[config.mk]
export PLATFORM = sky130hd
export DESIGN_NAME = fetch_stage_flat
export DESIGN_NICKNAME = d
export VERILOG_FILES = /design/src/rtl/fetch_if.sv /design/src/rtl/fetch_stage.sv /design/src/flat_wrapper.sv
export SDC_FILE = /design/constraint.sdc
export NUM_CORES = 1
export LEC_CHECK = 0
export BUFFER_PORTS_ARGS = -buffer_cell sky130_fd_sc_hd__buf_4
export CORE_MARGIN = 3
export CORE_UTILIZATION = 40
export DETAILED_ROUTE_END_ITERATION = 6
export PLACE_DENSITY = 0.69
export REMOVE_ABC_BUFFERS = 1
export SLEW_MARGIN = 10
export SYNTH_ARGS = -nofsm -noshare
export SYNTH_HDL_FRONTEND = slang
export SYNTH_SLANG_ARGS = --single-unit
[constraint.sdc]
create_clock -name clk -period 2.1 [get_ports clk]
set_input_delay 0.42 -clock clk [delete_from_list [all_inputs] [get_ports clk]]
set_output_delay 0.42 -clock clk [all_outputs]
set_load 0.02 [all_outputs]
[src/rtl/fetch_if.sv]
// Fetch-stage bus: hazard/EX controls, instruction memory data and IF/ID outputs.
interface fetch_if;
  logic        StallF;
  logic        StallD;
  logic        FlushD;
  logic        PCSrcE;
  logic [31:0] PCTargetE;
  logic [31:0] InstrF;
  logic [31:0] PCF;
  logic [31:0] InstrD;
  logic [31:0] PCD;
  logic [31:0] PCPlus4D;
  logic        ValidD;
  logic        MisalignD;

  // Surrounding pipeline: drives controls and memory data, observes fetch outputs.
  modport master (
    output StallF, StallD, FlushD, PCSrcE, PCTargetE, InstrF,
    input  PCF, InstrD, PCD, PCPlus4D, ValidD, MisalignD
  );

  // Fetch stage itself.
  modport slave (
    input  StallF, StallD, FlushD, PCSrcE, PCTargetE, InstrF,
    output PCF, InstrD, PCD, PCPlus4D, ValidD, MisalignD
  );
endinterface

[src/rtl/fetch_stage.sv]
// RV32I IF stage: program counter, IF/ID pipeline register and
// misaligned-redirect tagging.
module fetch_stage #(
  parameter logic [31:0] RESET_PC  = 32'h0000_0000,
  parameter logic [31:0] NOP_INSTR = 32'h0000_0013
) (
  input logic   clk,
  input logic   rst,
  fetch_if.slave bus
);

  // Sequential PC increment, wrapping modulo 2^32.
  function automatic logic [31:0] pc_inc(input logic [31:0] pc);
    return pc + 32'd4;
  endfunction

  logic [31:0] pc_p0;
  logic        pend_p0;
  logic [31:0] instr_p1;
  logic [31:0] pc_p1;
  logic [31:0] pcplus4_p1;
  logic        vld_p1;
  logic        misalign_p1;
  logic        load_d;

  // IF/ID accepts a new instruction only when neither flushed nor stalled.
  assign load_d = !bus.FlushD && !bus.StallD;

  // ---- Stage p0: PC register and pending misalign tag ----
  // Redirect beats stall; pending tag is consumed by the next real load into D.
  always_ff @(posedge clk) begin
    if (rst) begin
      pc_p0   <= RESET_PC;
      pend_p0 <= 1'b0;
    end else if (bus.PCSrcE) begin
      pc_p0   <= {bus.PCTargetE[31:2], 2'b00};
      pend_p0 <= (bus.PCTargetE[1:0] != 2'b00);
    end else begin
      if (!bus.StallF) pc_p0 <= pc_inc(pc_p0);
      if (load_d)      pend_p0 <= 1'b0;
    end
  end

  // ---- Stage p1: IF/ID register ----
  // Flush inserts a bubble and beats stall; otherwise load unless stalled.
  always_ff @(posedge clk) begin
    if (rst || bus.FlushD) begin
      instr_p1    <= NOP_INSTR;
      pc_p1       <= 32'h0;
      pcplus4_p1  <= 32'h0;
      vld_p1      <= 1'b0;
      misalign_p1 <= 1'b0;
    end else if (!bus.StallD) begin
      instr_p1    <= bus.InstrF;
      pc_p1       <= pc_p0;
      pcplus4_p1  <= pc_inc(pc_p0);
      vld_p1      <= 1'b1;
      misalign_p1 <= pend_p0;
    end
  end

  assign bus.PCF       = pc_p0;
  assign bus.InstrD    = instr_p1;
  assign bus.PCD       = pc_p1;
  assign bus.PCPlus4D  = pcplus4_p1;
  assign bus.ValidD    = vld_p1;
  assign bus.MisalignD = misalign_p1;

endmodule

[src/flat_wrapper.sv]
// flat-port wrapper written by rule: the top's interface ports become plain ports
module fetch_stage_flat 
#(
  parameter logic [31:0] RESET_PC  = 32'h0000_0000,
  parameter logic [31:0] NOP_INSTR = 32'h0000_0013
)
  (clk, rst, bus_StallF, bus_StallD, bus_FlushD, bus_PCSrcE, bus_PCTargetE, bus_InstrF, bus_PCF, bus_InstrD, bus_PCD, bus_PCPlus4D, bus_ValidD, bus_MisalignD);
  fetch_if bus_i ();
  input logic clk;
  input logic rst;
  input wire logic [$bits(bus_i.StallF)-1:0] bus_StallF;
  input wire logic [$bits(bus_i.StallD)-1:0] bus_StallD;
  input wire logic [$bits(bus_i.FlushD)-1:0] bus_FlushD;
  input wire logic [$bits(bus_i.PCSrcE)-1:0] bus_PCSrcE;
  input wire logic [$bits(bus_i.PCTargetE)-1:0] bus_PCTargetE;
  input wire logic [$bits(bus_i.InstrF)-1:0] bus_InstrF;
  output wire logic [$bits(bus_i.PCF)-1:0] bus_PCF;
  output wire logic [$bits(bus_i.InstrD)-1:0] bus_InstrD;
  output wire logic [$bits(bus_i.PCD)-1:0] bus_PCD;
  output wire logic [$bits(bus_i.PCPlus4D)-1:0] bus_PCPlus4D;
  output wire logic [$bits(bus_i.ValidD)-1:0] bus_ValidD;
  output wire logic [$bits(bus_i.MisalignD)-1:0] bus_MisalignD;
  assign bus_i.StallF = bus_StallF;
  assign bus_i.StallD = bus_StallD;
  assign bus_i.FlushD = bus_FlushD;
  assign bus_i.PCSrcE = bus_PCSrcE;
  assign bus_i.PCTargetE = bus_PCTargetE;
  assign bus_i.InstrF = bus_InstrF;
  assign bus_PCF = bus_i.PCF;
  assign bus_InstrD = bus_i.InstrD;
  assign bus_PCD = bus_i.PCD;
  assign bus_PCPlus4D = bus_i.PCPlus4D;
  assign bus_ValidD = bus_i.ValidD;
  assign bus_MisalignD = bus_i.MisalignD;
  fetch_stage #(.RESET_PC(RESET_PC), .NOP_INSTR(NOP_INSTR)) u_core (.clk(clk), .rst(rst), .bus(bus_i));
endmodule
Word level (Yosys, flattened, before mapping). Index checks and enable logic that the tools add are counted.

Equality and inequality tests: 1. Add/subtract/negate cells: 1. Multiplexer cells: 4. Reductions and logical operators: 7.

Operators with widths (number): $mux W32 (2); $add A32 B3 Y32 const B (1); $reduce_bool A2 Y1 (2); $logic_not A1 Y1 (2); $mux W1 (2); $ne A2 B1 Y1 const B (1); $reduce_or A2 Y1 (1); $logic_and A1 B1 Y1 (1); $logic_or A1 B1 Y1 (1).

Logic and storage cells: 21. Input port bits: 70. Register bits: 131.

Depth between registers and ports, before layout. Gate-level depths: netlist (run 1).

Depth after elaboration: 4. Depth in mapped cells: 7. Gate-level depth less buffers: 6.

Least setup slack after synthesis (run 1). Ideal clock, no wire load.

Path kind: reg-to-reg. Start: register u_core.pc_p0[2], in the netlist u_core.bus.PCF[2]. End: register u_core.pc_p0[24], in the netlist u_core.bus.PCF[24]. Cell stages (with the launch flop): 7. Clock period less this slack: 2.159 ns. Setup time: 0.115 ns. Path slack: -0.059 ns. Arrival: 2.045 ns. Cell sequence: dfxtp_1 > ha_1 > nand4_1 > nor4_1 > nand4b_1 > xnor2_1 > o21a_1.

Longest elaborated chain between the ends: 3.

Ends and longest elaborated chain: from (decl) (RTL line fetch_stage.sv:17) `logic [31:0] pc_p0;`; from (signal assigned) (RTL line fetch_stage.sv:36) `pc_p0 <= {bus.PCTargetE[31:2], 2'b00};`; from (signal assigned) (RTL line fetch_stage.sv:39) `if (!bus.StallF) pc_p0 <= pc_inc(pc_p0);`; $add A32 B3 Y32 (RTL line fetch_stage.sv:14) `return pc + 32'd4;`; $mux W32 (RTL line fetch_stage.sv:39); $mux W32 (RTL line fetch_stage.sv:35) `end else if (bus.PCSrcE) begin`.

No other way between the ends. The select of a mux whose other input is x is not followed. A chain may end at the register's enable or synchronous reset.

Worst setup path in the final report (run 1).
Start: register u_core.pc_p0[2], in the netlist u_core.bus.PCF[2]. End: register u_core.pc_p0[30], in the netlist u_core.bus.PCF[30].

The elaborated chain is that of the path after synthesis.

==> impl_metrics.toml, run 1 <==
[outcome]
status = "finished, final reports clean"

[clock_network]
clk_pin_slew_worst_paths_ns = 0.05
cts_hold_buffers = 0
cts_resized = 0
cts_setup_buffers = 0
cts.htree.levels = 4
clk-insertion-delay-late_ns = 0.41
cts_root_buf = "clkbuf_16"
cts_made_buffers = 17
cts_tree = "done"
cts.sinks = 125
ctsLongestPathBuffers = 2

[timing]
drv_slew = 0
layout_min_cycle_time_ns = 1.92
tightest_slew_ns = 0.579
period_share = 0.915
finalSetupViolCount = 0
skew_ns = 0.00816
hold_viol_final = 0
relSlewSlack = 0.614
rsz0062_at_grt = "false"
fmax_ghz = 0.521

[setup_path]
rrSetupSlack_ns = 0.18
r2r_start = "u_core.bus.PCF[2]"
r2r_end = "u_core.bus.PCF[30]"
worstPathRequired_ns = 2.42
crit_path_start_kind = "flop"
arrival_ns = 2.24
critPathKind = "flop to flop"
crit_fanout = 5
reg2regPathDepth = 6
worstSetupEndpointType = "flop"

[detailed_routing]
routed_wl_um = 15400
wire_per_inst_um = 15.3
dr.pass1.iters = 5
routed-via-count = 5010
vias_per_cell = 4.99
ant_nets = 0
drt-initial-drc-count = 286
route.detailed.drc = 0

[pwr]
comb_power_share = 0.133
ir_drop_uv = 545
p_int_mw = 4.75
power.share.clock = 0.461
p_per_area_nw_per_um2 = 801
leakagePower_nw = 3.60
seqPwrFrac = 0.406
finalPower_mw = 6.27
switchingPower_mw = 1.52
swShare = 0.242

[yosys]
synth-seq-area-share = 0.453
synth_area_leaders = "dfxtp_1, mux2i_1, nor2_1, a21oi_1, xor2_1"
synth_seq_cells = 125
synthArstFlopShare = 0
yosys_most_used_dff = "dfxtp_1"
avgSynthCellArea_um2 = 8.86
synth_cell_types = 39
netlist_instances = 624
yosys_warnings = 0
yosys.area.top_type = "dfxtp_1"
syn_area_um2 = 5530
synth-edff-count = 0
yosys.area.top_type_share = 0.453

[final_layout]
utilization = 0.584
n_antenna_cell = 0
nets = 888
final_common_cell = "buf_4"
drive_above_1_share = 0.316
mostFrequentLayoutCells = "buf_4, dfxtp_1, nor2_1"
syn_to_final_growth_pct = 41.5
post_layout_nonfiller_instances = 1005

[floorplanning]
core-area_um2 = 13400
num_rows = 42
die_x_um = 124
die-area_um2 = 15300
die_h_um = 124
initial_utilization = 0.412
ios = 200

[global_route]
grt-ovfl-total = 0
antenna_found_initial = 0
grt_pass1_vias = 4693
gr-usage-all-layers = 0.201
grt_pass1_wl_um = 23900
grt_max_degree = 49

[hold_path]
min_path_type = "input port to flop"
hold_end = "u_core.bus.InstrD[0]"
hold_start = "bus_InstrF[0]"
hold_depth = 3

[place]
gp_congestion = 0.834
hpwl_um = 11300
portBuffers = 193
placed_cells = 974

[run]
cap_violations = 0
-- per-layer routing --
metal / GRT usage / routed length (um) / vias to the layer above / share of wire
met5: 0 / 0 / - / 0
met4: 0.0789 / 304 / 0 / 0.020
met3: 0.0476 / 981 / 21 / 0.064
met2: 0.323 / 7550 / 177 / 0.49
met1: 0.261 / 6580 / 2339 / 0.43
li1: - / - / 2473 / -
-- layout make-up --
class                   instances  area (um^2)
well taps                     176          220
flip-flops and latches        125         2500
clock inverters                 6         82.6
multi-input cells             427         2710
fillers                      1186         5580
repair buffers                227         1730
clock buffers                  25          505
inverters                      19         71.3
-- logic make-up (layout without fill, tap and decap cells) --
family | Yosys count | count (layout) | synth area share
AOI/OAI and AO/OA | 95 | 95 | 0.0978
xor gates and xnor gates | 51 | 51 | 0.0808
adders and majority gates | 1 | 1 | 0.00226
buffers and inverters | 77 | 277 | 0.0600
DFF | 125 | 125 | 0.453
muxes | 73 | 73 | 0.133
other | 1 | 6 | 0.000679
and+or+nand+nor | 201 | 201 | 0.173
-- flip-flops by register name (all words and copies together) (netlist names) --
signal,cells
u_core.bus.MisalignD,1
u_core.bus.PCPlus4D,30
u_core.pend_p0,1
u_core.bus.InstrD,32
u_core.bus.PCF,30
u_core.bus.PCD,30
u_core.bus.ValidD,1
-- worst max path at each step --
stage	endpoint	slack [ns]	cells after the start	from
finish	u_core.bus.PCF[30]	0.18	6	u_core.bus.PCF[2]
global route	u_core.bus.PCF[30]	0.02	6	u_core.bus.PCF[3]
CTS	u_core.bus.PCF[30]	0.19	6	u_core.bus.PCF[3]
detailed placement	u_core.bus.PCF[30]	0.21	6	u_core.bus.PCF[3]
global placement	u_core.bus.PCF[30]	0.33	6	u_core.bus.PCF[2]
floorplan	u_core.bus.PCF[24]	-0.07	6	u_core.bus.PCF[2]
-- per-stage QoR --
stage / hold slack [ns] / setup TNS (ns) / instance area [um^2] / setup WS, ns
CTS: 0.210 / 0 / 7820 / 0.194
finish: 0.222 / 0 / 7820 / 0.179
global placement: 0.445 / 0 / 7230 / 0.332
detailed placement: 0.450 / 0 / 7230 / 0.213
floorplan: 0.461 / -0.107 / 5290 / -0.0713
global route: 0.224 / 0 / 7820 / 0.0163
-- power groups by stage --
stage          logic [mW]  clock network, mW  registers (mW)
4_1_cts             0.843               2.94            2.54
6_report            0.835               2.89            2.54
3_3_place_gp        0.826                  0            2.59
3_5_place_dp        0.839                  0            2.59
2_1_floorplan       0.256                  0            2.72
5_1_grt             0.905               3.04            2.55
-- synthesized netlist by cell type (3+ instances only) --
cell type / instances
a211oi_1: 3
a21oi_1: 48
and3_1: 3
and4_1: 4
buf_1: 3
buf_2: 15
buf_4: 6
clkbuf_1: 33
dfxtp_1: 125
inv_1: 19
mux2i_1: 71
nand2_1: 28
nand3_1: 16
nand4_1: 14
nand4b_1: 3
nor2_1: 107
nor2b_1: 6
nor3_1: 5
nor4_1: 5
o21a_1: 18
o21ai_0: 22
xnor2_1: 24
xor2_1: 27
-- critical path, stage by stage, from the launching register on --
cell and delay, ns:
dfxtp_1 0.33, ha_1 0.26, nand4_1 0.24, nor2_1 0.44, nand4_1 0.17, xor2_1 0.18, o32ai_1 0.21
(Power assumes the default switching activity.)
==> inputs of run 2 (changes only) <==
ABC_AREA = 1   (was unset)
==> run 2 against run 1 <==
Compared with the run above: worst hold slack lost 0.022 ns; global-route usage is 2.0 points higher; worst setup slack improved by 0.29 ns; area after synthesis down 1.2%; sequential share of layout area increased by 0.32 points; highest routed layer unchanged.
==> impl_metrics.toml, run 2 <==
[outcome]
status = "finished, final reports clean"

[detailed_routing]
routed_wl_um = 16700
routed-via-count = 5488
wire_per_inst_um = 14.4
drt-initial-drc-count = 325
vias_per_cell = 4.71
dr.pass1.iters = 4
ant_nets = 0
route.detailed.drc = 0

[setup_path]
crit_path_start_kind = "flop"
cp_top_family = "simple AND/OR/NAND/NOR gates"
path_cells = "ha_1, nand2_2, nor2_4, nand2_4, nor2_4, nand2_1, nand2_1, nand2_1, a21oi_1, nor2_1"
slowest_delay_ns = 0.40
cp_common_cell = "nand2_1"
worstPathRequired_ns = 2.39
crit_slowest_cell = "dfxtp_1"
crit_fanout = 6
worstSetupEndpointType = "flop"
worst-path-buf-inv = 0
arrival_ns = 1.92
critPathKind = "flop to flop"

[timing]
holdWs_ns = 0.200
hold_viol_final = 0
layout_min_cycle_time_ns = 1.63
rsz0062_at_grt = "false"
finalSetupViolCount = 0
fmax_ghz = 0.612
period_share = 0.778
drv_slew = 0
skew_ns = 0.00632

[yosys]
yosys.area.top_type = "dfxtp_1"
avgSynthCellArea_um2 = 6.92
synth_area_leaders = "dfxtp_1, nand2_1, a21oi_1, nor2_1, inv_1"
netlist_instances = 789
synth_common_cells = "nand2_1, dfxtp_1, nor2_1, a21oi_1, inv_1"
yosys_warnings = 0
syn_area_um2 = 5460
synth.most_common_cell = "nand2_1"
synthArstFlopShare = 0
yosys.area.top_type_share = 0.458
yosys_most_used_dff = "dfxtp_1"
synth-edff-count = 0
synth-seq-area-share = 0.458
synth_seq_cells = 125
synth_cell_types = 27

[clock_network]
cts.htree.levels = 4
cts_setup_buffers = 0
cts_tree = "done"
cts.sinks = 125
cts_resized = 0
cts_root_buf = "clkbuf_16"
cts_hold_buffers = 0
ctsLongestPathBuffers = 2
cts_made_buffers = 17
clk_pin_slew_worst_paths_ns = 0.05
clk-insertion-delay-late_ns = 0.42

[global_route]
grt_pass1_vias = 5071
grt_pass1_wl_um = 26000
gr-usage-all-layers = 0.221
grt-ovfl-total = 0
antenna_found_initial = 0
grt_max_degree = 76

[floorplanning]
die_x_um = 123
ios = 200
core-area_um2 = 13300
die-area_um2 = 15100
die_h_um = 123
initial_utilization = 0.411
num_rows = 42

[place]
hpwl_um = 11900
placed_cells = 1132
portBuffers = 193
gp_congestion = 0.873
placed_cell_area_um2 = 7120

[final_layout]
largest_reg_flops = 32
register_area_um2 = 2500
nFillCells = 1295
post_layout_nonfiller_instances = 1164
n_antenna_cell = 0
multi_input_area_um2 = 2490
utilization = 0.583
drive_above_1_share = 0.266
fin_area_um2 = 7750
nets = 1046
final_common_cell = "nand2_1"
mostFrequentLayoutCells = "nand2_1, buf_4, dfxtp_1"
syn_to_final_growth_pct = 41.9

[pwr]
ir_drop_uv = 419
leakagePower_nw = 3.67
p_per_area_nw_per_um2 = 827

[run]
cap_violations = 0

[hold_path]
min_path_type = "input port to flop"
run 2: cell count changes in the layout (fill, tap and decap cells not counted), moves of 20 or more:
cell     change
a21oi_1     +35
nor2_1      -20
o21ai_0     +34
mux2i_1     -71
nand2_1    +206
xnor2_1     -21
buf_4       -20
inv_1       +55
run 2: power breakdown:
group | switching (mW) | total, mW | internal [mW]
logic | 0.447 | 0.766 | 0.320
clock network | 1.05 | 3.09 | 2.04
registers | 0.0827 | 2.55 | 2.47
run 2: path summary, 6_finish.rpt:
check                              from                     to  slack [ns]  cells after the start
setup / recovery      u_core.bus.PCF[3]     u_core.bus.PCF[20]        0.47                     10
hold / removal            bus_InstrF[1]   u_core.bus.InstrD[1]        0.20                      3
setup reg to reg      u_core.bus.PCF[3]     u_core.bus.PCF[20]        0.47                     10
hold reg to reg   u_core.bus.InstrD[13]  u_core.bus.InstrD[13]        0.46                      2
run 2: metal layers:
| layer | part of all wire | up-vias | track usage |
|---|---|---|---|
| li1 | - | 2843 | - |
| met1 | 0.45 | 2440 | 0.274 |
| met2 | 0.46 | 185 | 0.361 |
| met3 | 0.082 | 20 | 0.0747 |
| met4 | 0.016 | 0 | 0.0756 |
| met5 | 0 | - | 0 |
run 2: cell families after synthesis:
family,Yosys count,share of synthesized area
flip-flops,125,0.458
AO/OA/AOI/OAI,161,0.156
adder cells (fa/ha/maj),1,0.00229
AND/OR/NAND/NOR,362,0.269
other,1,0.000687
buffers and inverters,124,0.0898
XOR/XNOR,15,0.0241
run 2: final cells by class:
| type | instances | share of cell area |
|---|---|---|
| flip-flops and latches | 125 | 0.323 |
| inverters | 77 | 0.0375 |
| multi-input cells | 545 | 0.321 |
| clock inverters | 12 | 0.0216 |
| well taps | 176 | 0.0284 |
| repair buffers | 209 | 0.209 |
| clock buffers | 20 | 0.0590 |
run 2: stage by stage:
step	worst slack, ns	power [mW]	setup TNS, ns
floorplan	-0.292	2.95	-15.42
global placement	0.516	3.37	0
detailed placement	0.472	3.37	0
CTS	0.463	6.46	0
global route	0.277	6.65	0
finish	0.467	6.40	0
run 2: worst register-to-register path, cell delays in order, from the launching register on:
cell     delay [ns]
dfxtp_1        0.40
ha_1           0.22
nand2_2        0.08
nor2_4         0.16
nand2_4        0.12
nor2_4         0.16
nand2_1        0.07
nand2_1        0.06
nand2_1        0.06
a21oi_1        0.14
nor2_1         0.05
